### config.mk
export PLATFORM = sky130hd
export DESIGN_NAME = msg_stream_arbiter
export DESIGN_NICKNAME = d
export VERILOG_FILES = /design/src/rtl/msg_stream_arbiter.sv
export SDC_FILE = /design/constraint.sdc
export NUM_CORES = 1
export LEC_CHECK = 0
export CAP_MARGIN = 20
export CELL_PAD_IN_SITES_DETAIL_PLACEMENT = 1
export CELL_PAD_IN_SITES_GLOBAL_PLACEMENT = 2
export CORE_AREA = 5 5 106 207
export CTS_CLUSTER_SIZE = 25
export DETAILED_ROUTE_END_ITERATION = 6
export DIE_AREA = 0 0 111 212
export HOLD_SLACK_MARGIN = 0.05
export PLACE_DENSITY_LB_ADDON = 0.1
export SLEW_MARGIN = 20
export SYNTH_ARGS = -nofsm -noshare
export SYNTH_HDL_FRONTEND = slang
export SYNTH_SLANG_ARGS = --single-unit
export TNS_END_PERCENT = 30
### constraint.sdc
create_clock -name clk -period 6.5 [get_ports clk]
set_input_delay 1.3 -clock clk [delete_from_list [all_inputs] [get_ports clk]]
set_output_delay 1.3 -clock clk [all_outputs]
set_load 0.01 [all_outputs]
### src/rtl/msg_stream_arbiter.sv
// Packet-atomic round-robin arbiter: one granted source streams a whole packet through a
// registered output stage; oversize packets are cut at MAX_BEATS and their tail drained.
`timescale 1ns / 1ps

module msg_stream_arbiter #(
  parameter int unsigned N_SRC     = 2,
  parameter int unsigned DATA_W    = 64,
  parameter int unsigned MAX_BEATS = 16,
  localparam int unsigned KEEP_W   = DATA_W / 8,
  localparam int unsigned ID_W     = (N_SRC > 1) ? $clog2(N_SRC) : 1,
  localparam int unsigned CNT_W    = $clog2(MAX_BEATS + 1)
) (
  input  logic                     clk,
  input  logic                     rst,
  input  logic [N_SRC*DATA_W-1:0]  s_tdata,
  input  logic [N_SRC*KEEP_W-1:0]  s_tkeep,
  input  logic [N_SRC-1:0]         s_tlast,
  input  logic [N_SRC-1:0]         s_tuser,
  input  logic [N_SRC-1:0]         s_tvalid,
  output logic [N_SRC-1:0]         s_tready,
  output logic [DATA_W-1:0]        m_tdata,
  output logic [KEEP_W-1:0]        m_tkeep,
  output logic                     m_tlast,
  output logic                     m_tuser,
  output logic                     m_tvalid,
  input  logic                     m_tready,
  output logic [ID_W-1:0]          m_tid,
  output logic                     busy,
  output logic [15:0]              drop_cnt
);

  typedef enum logic [1:0] {StIdle, StGrant, StDrop} state_e;

  state_e             state_q, state_d;
  logic [ID_W-1:0]    grant_q, grant_d;
  logic [ID_W-1:0]    rr_ptr_q, rr_ptr_d;
  logic [CNT_W-1:0]   beat_cnt_q, beat_cnt_d;
  logic [15:0]        drop_cnt_q, drop_cnt_d;
  logic               busy_q;

  logic [DATA_W-1:0]  m_tdata_q;
  logic [KEEP_W-1:0]  m_tkeep_q;
  logic               m_tlast_q, m_tuser_q, m_tvalid_q;
  logic [ID_W-1:0]    m_tid_q;

  logic [DATA_W-1:0]  sel_data;
  logic [KEEP_W-1:0]  sel_keep;
  logic               sel_last, sel_user, sel_valid;
  logic               src_rdy, accept, m_load, at_max;
  logic               pick_hit;
  logic [ID_W-1:0]    pick_idx, next_ptr;
  int unsigned        pick_pos;

  always_comb begin
    sel_data  = '0;
    sel_keep  = '0;
    sel_last  = 1'b0;
    sel_user  = 1'b0;
    sel_valid = 1'b0;
    for (int i = 0; i < int'(N_SRC); i++) begin
      if (grant_q == ID_W'(i)) begin
        sel_data  = s_tdata[i*DATA_W +: DATA_W];
        sel_keep  = s_tkeep[i*KEEP_W +: KEEP_W];
        sel_last  = s_tlast[i];
        sel_user  = s_tuser[i];
        sel_valid = s_tvalid[i];
      end
    end
  end

  // First valid source at or after rr_ptr, wrapping.
  always_comb begin
    pick_hit = 1'b0;
    pick_idx = '0;
    pick_pos = 0;
    for (int k = 0; k < int'(N_SRC); k++) begin
      pick_pos = (int'(rr_ptr_q) + k) % N_SRC;
      if (!pick_hit && s_tvalid[pick_pos]) begin
        pick_hit = 1'b1;
        pick_idx = ID_W'(pick_pos);
      end
    end
  end

  always_comb begin
    src_rdy = 1'b0;
    case (state_q)
      StGrant: src_rdy = !m_tvalid_q || m_tready;
      StDrop:  src_rdy = 1'b1;
      default: src_rdy = 1'b0;
    endcase
    for (int i = 0; i < int'(N_SRC); i++) begin
      s_tready[i] = src_rdy && (grant_q == ID_W'(i));
    end
  end

  assign accept   = sel_valid && src_rdy;
  assign at_max   = (beat_cnt_q == CNT_W'(MAX_BEATS - 1));
  assign next_ptr = (grant_q == ID_W'(N_SRC - 1)) ? '0 : grant_q + ID_W'(1);

  always_comb begin
    state_d    = state_q;
    grant_d    = grant_q;
    rr_ptr_d   = rr_ptr_q;
    beat_cnt_d = beat_cnt_q;
    drop_cnt_d = drop_cnt_q;
    m_load     = 1'b0;
    case (state_q)
      StIdle: begin
        if (pick_hit) begin
          grant_d    = pick_idx;
          beat_cnt_d = '0;
          state_d    = StGrant;
        end
      end
      StGrant: begin
        if (accept) begin
          m_load     = 1'b1;
          beat_cnt_d = beat_cnt_q + CNT_W'(1);
          if (sel_last) begin
            state_d  = StIdle;
            rr_ptr_d = next_ptr;
          end else if (at_max) begin
            state_d = StDrop;
            if (drop_cnt_q != 16'hFFFF) drop_cnt_d = drop_cnt_q + 16'd1;
          end
        end
      end
      StDrop: begin
        if (accept && sel_last) begin
          state_d  = StIdle;
          rr_ptr_d = next_ptr;
        end
      end
      default: state_d = StIdle;
    endcase
  end

  always_ff @(posedge clk or posedge rst) begin
    if (rst) begin
      state_q    <= StIdle;
      grant_q    <= '0;
      rr_ptr_q   <= '0;
      beat_cnt_q <= '0;
      drop_cnt_q <= '0;
      busy_q     <= 1'b0;
    end else begin
      state_q    <= state_d;
      grant_q    <= grant_d;
      rr_ptr_q   <= rr_ptr_d;
      beat_cnt_q <= beat_cnt_d;
      drop_cnt_q <= drop_cnt_d;
      busy_q     <= (state_d != StIdle);
    end
  end

  // A truncating beat closes the packet downstream and is marked as errored.
  always_ff @(posedge clk or posedge rst) begin
    if (rst) begin
      m_tvalid_q <= 1'b0;
      m_tdata_q  <= '0;
      m_tkeep_q  <= '0;
      m_tlast_q  <= 1'b0;
      m_tuser_q  <= 1'b0;
      m_tid_q    <= '0;
    end else if (m_load) begin
      m_tvalid_q <= 1'b1;
      m_tdata_q  <= sel_data;
      m_tkeep_q  <= sel_keep;
      m_tlast_q  <= sel_last || at_max;
      m_tuser_q  <= sel_user || (at_max && !sel_last);
      m_tid_q    <= grant_q;
    end else if (m_tready) begin
      m_tvalid_q <= 1'b0;
    end
  end

  assign m_tvalid = m_tvalid_q;
  assign m_tdata  = m_tdata_q;
  assign m_tkeep  = m_tkeep_q;
  assign m_tlast  = m_tlast_q;
  assign m_tuser  = m_tuser_q;
  assign m_tid    = m_tid_q;
  assign busy     = busy_q;
  assign drop_cnt = drop_cnt_q;

endmodule

==> results.md <==
- CTS Buf Count: 9
- Die area: 23500 um2
- PwrDens: 376 nW/um2
- DRT iter0 DRCs: 94
- Port bufs: 247
- Slowest cell on crit path: a21oi_1
- Vias per cell: 4.53
- Register Area: 2560 um2
- VDD IR max: 144 uV
- Area share of the largest cell type after synthesis: 51.8%
- Slew Limit Fails: 0
- Share of cells above drive strength 1: 4.77%
- Critical path, cell by cell: clkdlybuf4s50_1, nand2b_1, a21oi_1, and3b_1, clkdlybuf4s50_1
- Design Area, Final: 7920 um2
- Element type at the critical path end: output pin
- Multi-input logic area: 2230 um2
- Max-Cap Viols: 0
- Worst EP required: 5.20 ns
- Filler Cell Count: 2283
- Mapped cell area: 4930 um2
- Gr usage total: 15.0%
- Pin count of the biggest net entering global routing: 79
- Post-CTS Setup Repair Bufs: 0
- Drt drc: 0
- # IOs: 248
- Max incr delay on CP: 0.49 ns
- Vias in the first global route: 4994
- Leakage: 3.47 nW
- Post-CTS sizing: 0
- Placed cell areas: 7650 um2
- Final-report setup violation count: 0
- Hpwl dp: 14100 um
- Initial DRT Pass Iterations: 4
- Root buffer cell: clkbuf_16
- Post-route setup TNS: 0 ns
- Core box area: 20300 um2
- Hold crit path type: flop to flop
- CTS Sinks: 102
- Worst EP arrival: 3.15 ns
- # rows: 74
- DRT antenna net count: 0
- Most frequent CP cell: clkdlybuf4s50_1
- Gr ovfl total: 0
- Startpoint Class: input port
- Relative slew slack: 41.2%
- Hold_ws: 0.479 ns
- Kind of critical path: input port to output pin
- CP Max Fanout: 7
- CP Buf/Inv Count: 2
- Fmax: 225 MHz
- DR WL/cell: 18.0 um
- Worst-Margin Slew: 0.881 ns
- Final GP Congestion: 0.762
- Initial antenna violation count: 0
- Setup Skew: 0.00966 ns
- Area growth syn-to-layout: 60.8%
- Critical path's top delay family: buffers and inverters
- Tot Pwr: 2.98 mW
- H-tree lvl count: 3
- Clk slew on worst S/H paths: 0.07 ns
- Status: finished, final reports clean
- Final Critical Period: 4.45 ns
- Die height: 212 um
- Fin crit share: 68.4%
- YS warnings: 0
- Final number of hold-violating endpoints: 0
- Starting Density: 24.3%
- Vias: 4433
- Share of the yosys chip area belonging to registers: 51.8%
- Yosys cell types: 43
- Number of diodes: 0
- Count of state elements after synthesis: 102
- Max clock buf depth: 2
- Final #Nets: 868
- Clk_lat worst skew: 0.34 ns
- First-pass GRT wire length: 27400 um
- Post-synth top area cell: dfrtp_1
- Mean Syn Cell Area: 10.4 um2
- Synth Net Count: 634
- Cells after Synth: 474
- RSZ-0062 raised after global routing: no
- # hold bufs at CTS: 0
- Leading post-synthesis cells by cell area: dfrtp_1, mux2i_1, o21ai_0, nand2_1, ha_1
- CTS tree: built
- Routed wire length: 17600 um
- Die width: 111 um
-- cell families after synthesis --
group                    share of synthesized area (%)
AND/OR/NAND/NOR                                   13.8
adder cells (fa/ha/maj)                           1.78
flip-flops                                        51.8
multiplexers                                      16.9
AO/OA/AOI/OAI                                     10.8
XOR/XNOR                                          1.78
buffers and inverters                             3.07
-- worst register-to-register path: stages, from the launching register on --
cell	delay, ns
dfrtp_4	0.83
buf_4	0.74
mux2i_4	0.50
nand3_1	0.13
or3_1	0.59
nor2_4	0.21
mux2_1	0.33
-- synth_stat cells (all sizes together) --
library cell,count
nand2b,2
buf,15
a21oi,6
or3,2
nand3,9
o211ai,1
a221oi,1
o311ai,1
o21a,1
or2,1
and4,3
nor3b,1
xnor2,4
nor2,11
o21ai,77
a22o,2
dfrtp,102
mux2,6
clkbuf,13
and2,1
mux2i,75
o2111ai,1
a211o,1
and3b,1
nor3,8
o2111a,1
a31oi,4
and3,2
ha,7
o32ai,1
nand4,9
nor4,1
inv,7
xor2,6
nand2,91
-- metrics by stage --
| stage | std cells | utilization, % | setup WS (ns) |
|---|---|---|---|
| 2_1_floorplan | 474 | - | 2.52 |
| 3_3_place_gp | 963 | 37.7 | 2.05 |
| 3_5_place_dp | 963 | 37.7 | 2.02 |
| 4_1_cts | 979 | 39.1 | 2.01 |
| 5_1_grt | 979 | 39.1 | 1.93 |
| 6_report | 979 | 39.1 | 2.05 |
-- placed cells by master (no fill, tap or decap), drive strengths merged, types with 2 or more instances in the layout --
cell,count
nand4,9
o21ai,77
mux2,6
a22o,2
nand3,9
a21oi,6
clkbuf,12
buf,4
nand2,91
xnor2,4
clkdlybuf4s50,247
xor2,6
or3,2
inv,7
ha,7
dfrtp,102
and4,3
clkinv,3
a31oi,4
and3,2
nor2,11
nand2b,2
nor3,8
mux2i,75
-- final timing paths --
kind	start	end	cells after the start	slack, ns
max in group asynchronous	rst	m_tdata[33]	3	3.93
max	m_tready	s_tready[1]	5	2.05
min reg2reg	m_tdata[23]	m_tdata[23]	2	0.48
min in group asynchronous	rst	drop_cnt[10]	2	1.48
max reg2reg	grant_q	drop_cnt[1]	6	3.06
min	m_tdata[23]	m_tdata[23]	2	0.48
-- registers in the layout (all words and copies together), names as in the netlist --
name / cells
m_tuser: 1
m_tvalid: 1
m_tdata: 64
m_tlast: 1
grant_q: 1
m_tkeep: 8
beat_cnt_q: 5
state_q: 2
busy: 1
rr_ptr_q: 1
m_tid: 1
drop_cnt: 16
-- power by group --
group / internal [mW] / switching, mW
Sequential: 0.877 / 0.180
Combinational: 0.740 / 0.678
Clock: 0.269 / 0.238
-- layout make-up --
class / count / share of cell area (%)
inverter: 7 / 0.363
timing repair buffer: 251 / 31.6
tap: 266 / 4.20
clock buffer: 12 / 3.11
sequential: 102 / 32.3
clock inverter: 4 / 0.284
multi-input combinational: 337 / 28.2
-- metal layers --
layer | GRT usage, % | vias to the layer above | share of wire, %
li1 | - | 2118 | -
met1 | 13.8 | 2145 | 33
met2 | 29.7 | 144 | 58
met3 | 4.24 | 26 | 5.8
met4 | 7.02 | 0 | 3.4
met5 | 0 | - | 0
Note: power is estimated with default switching activity, not from simulation.
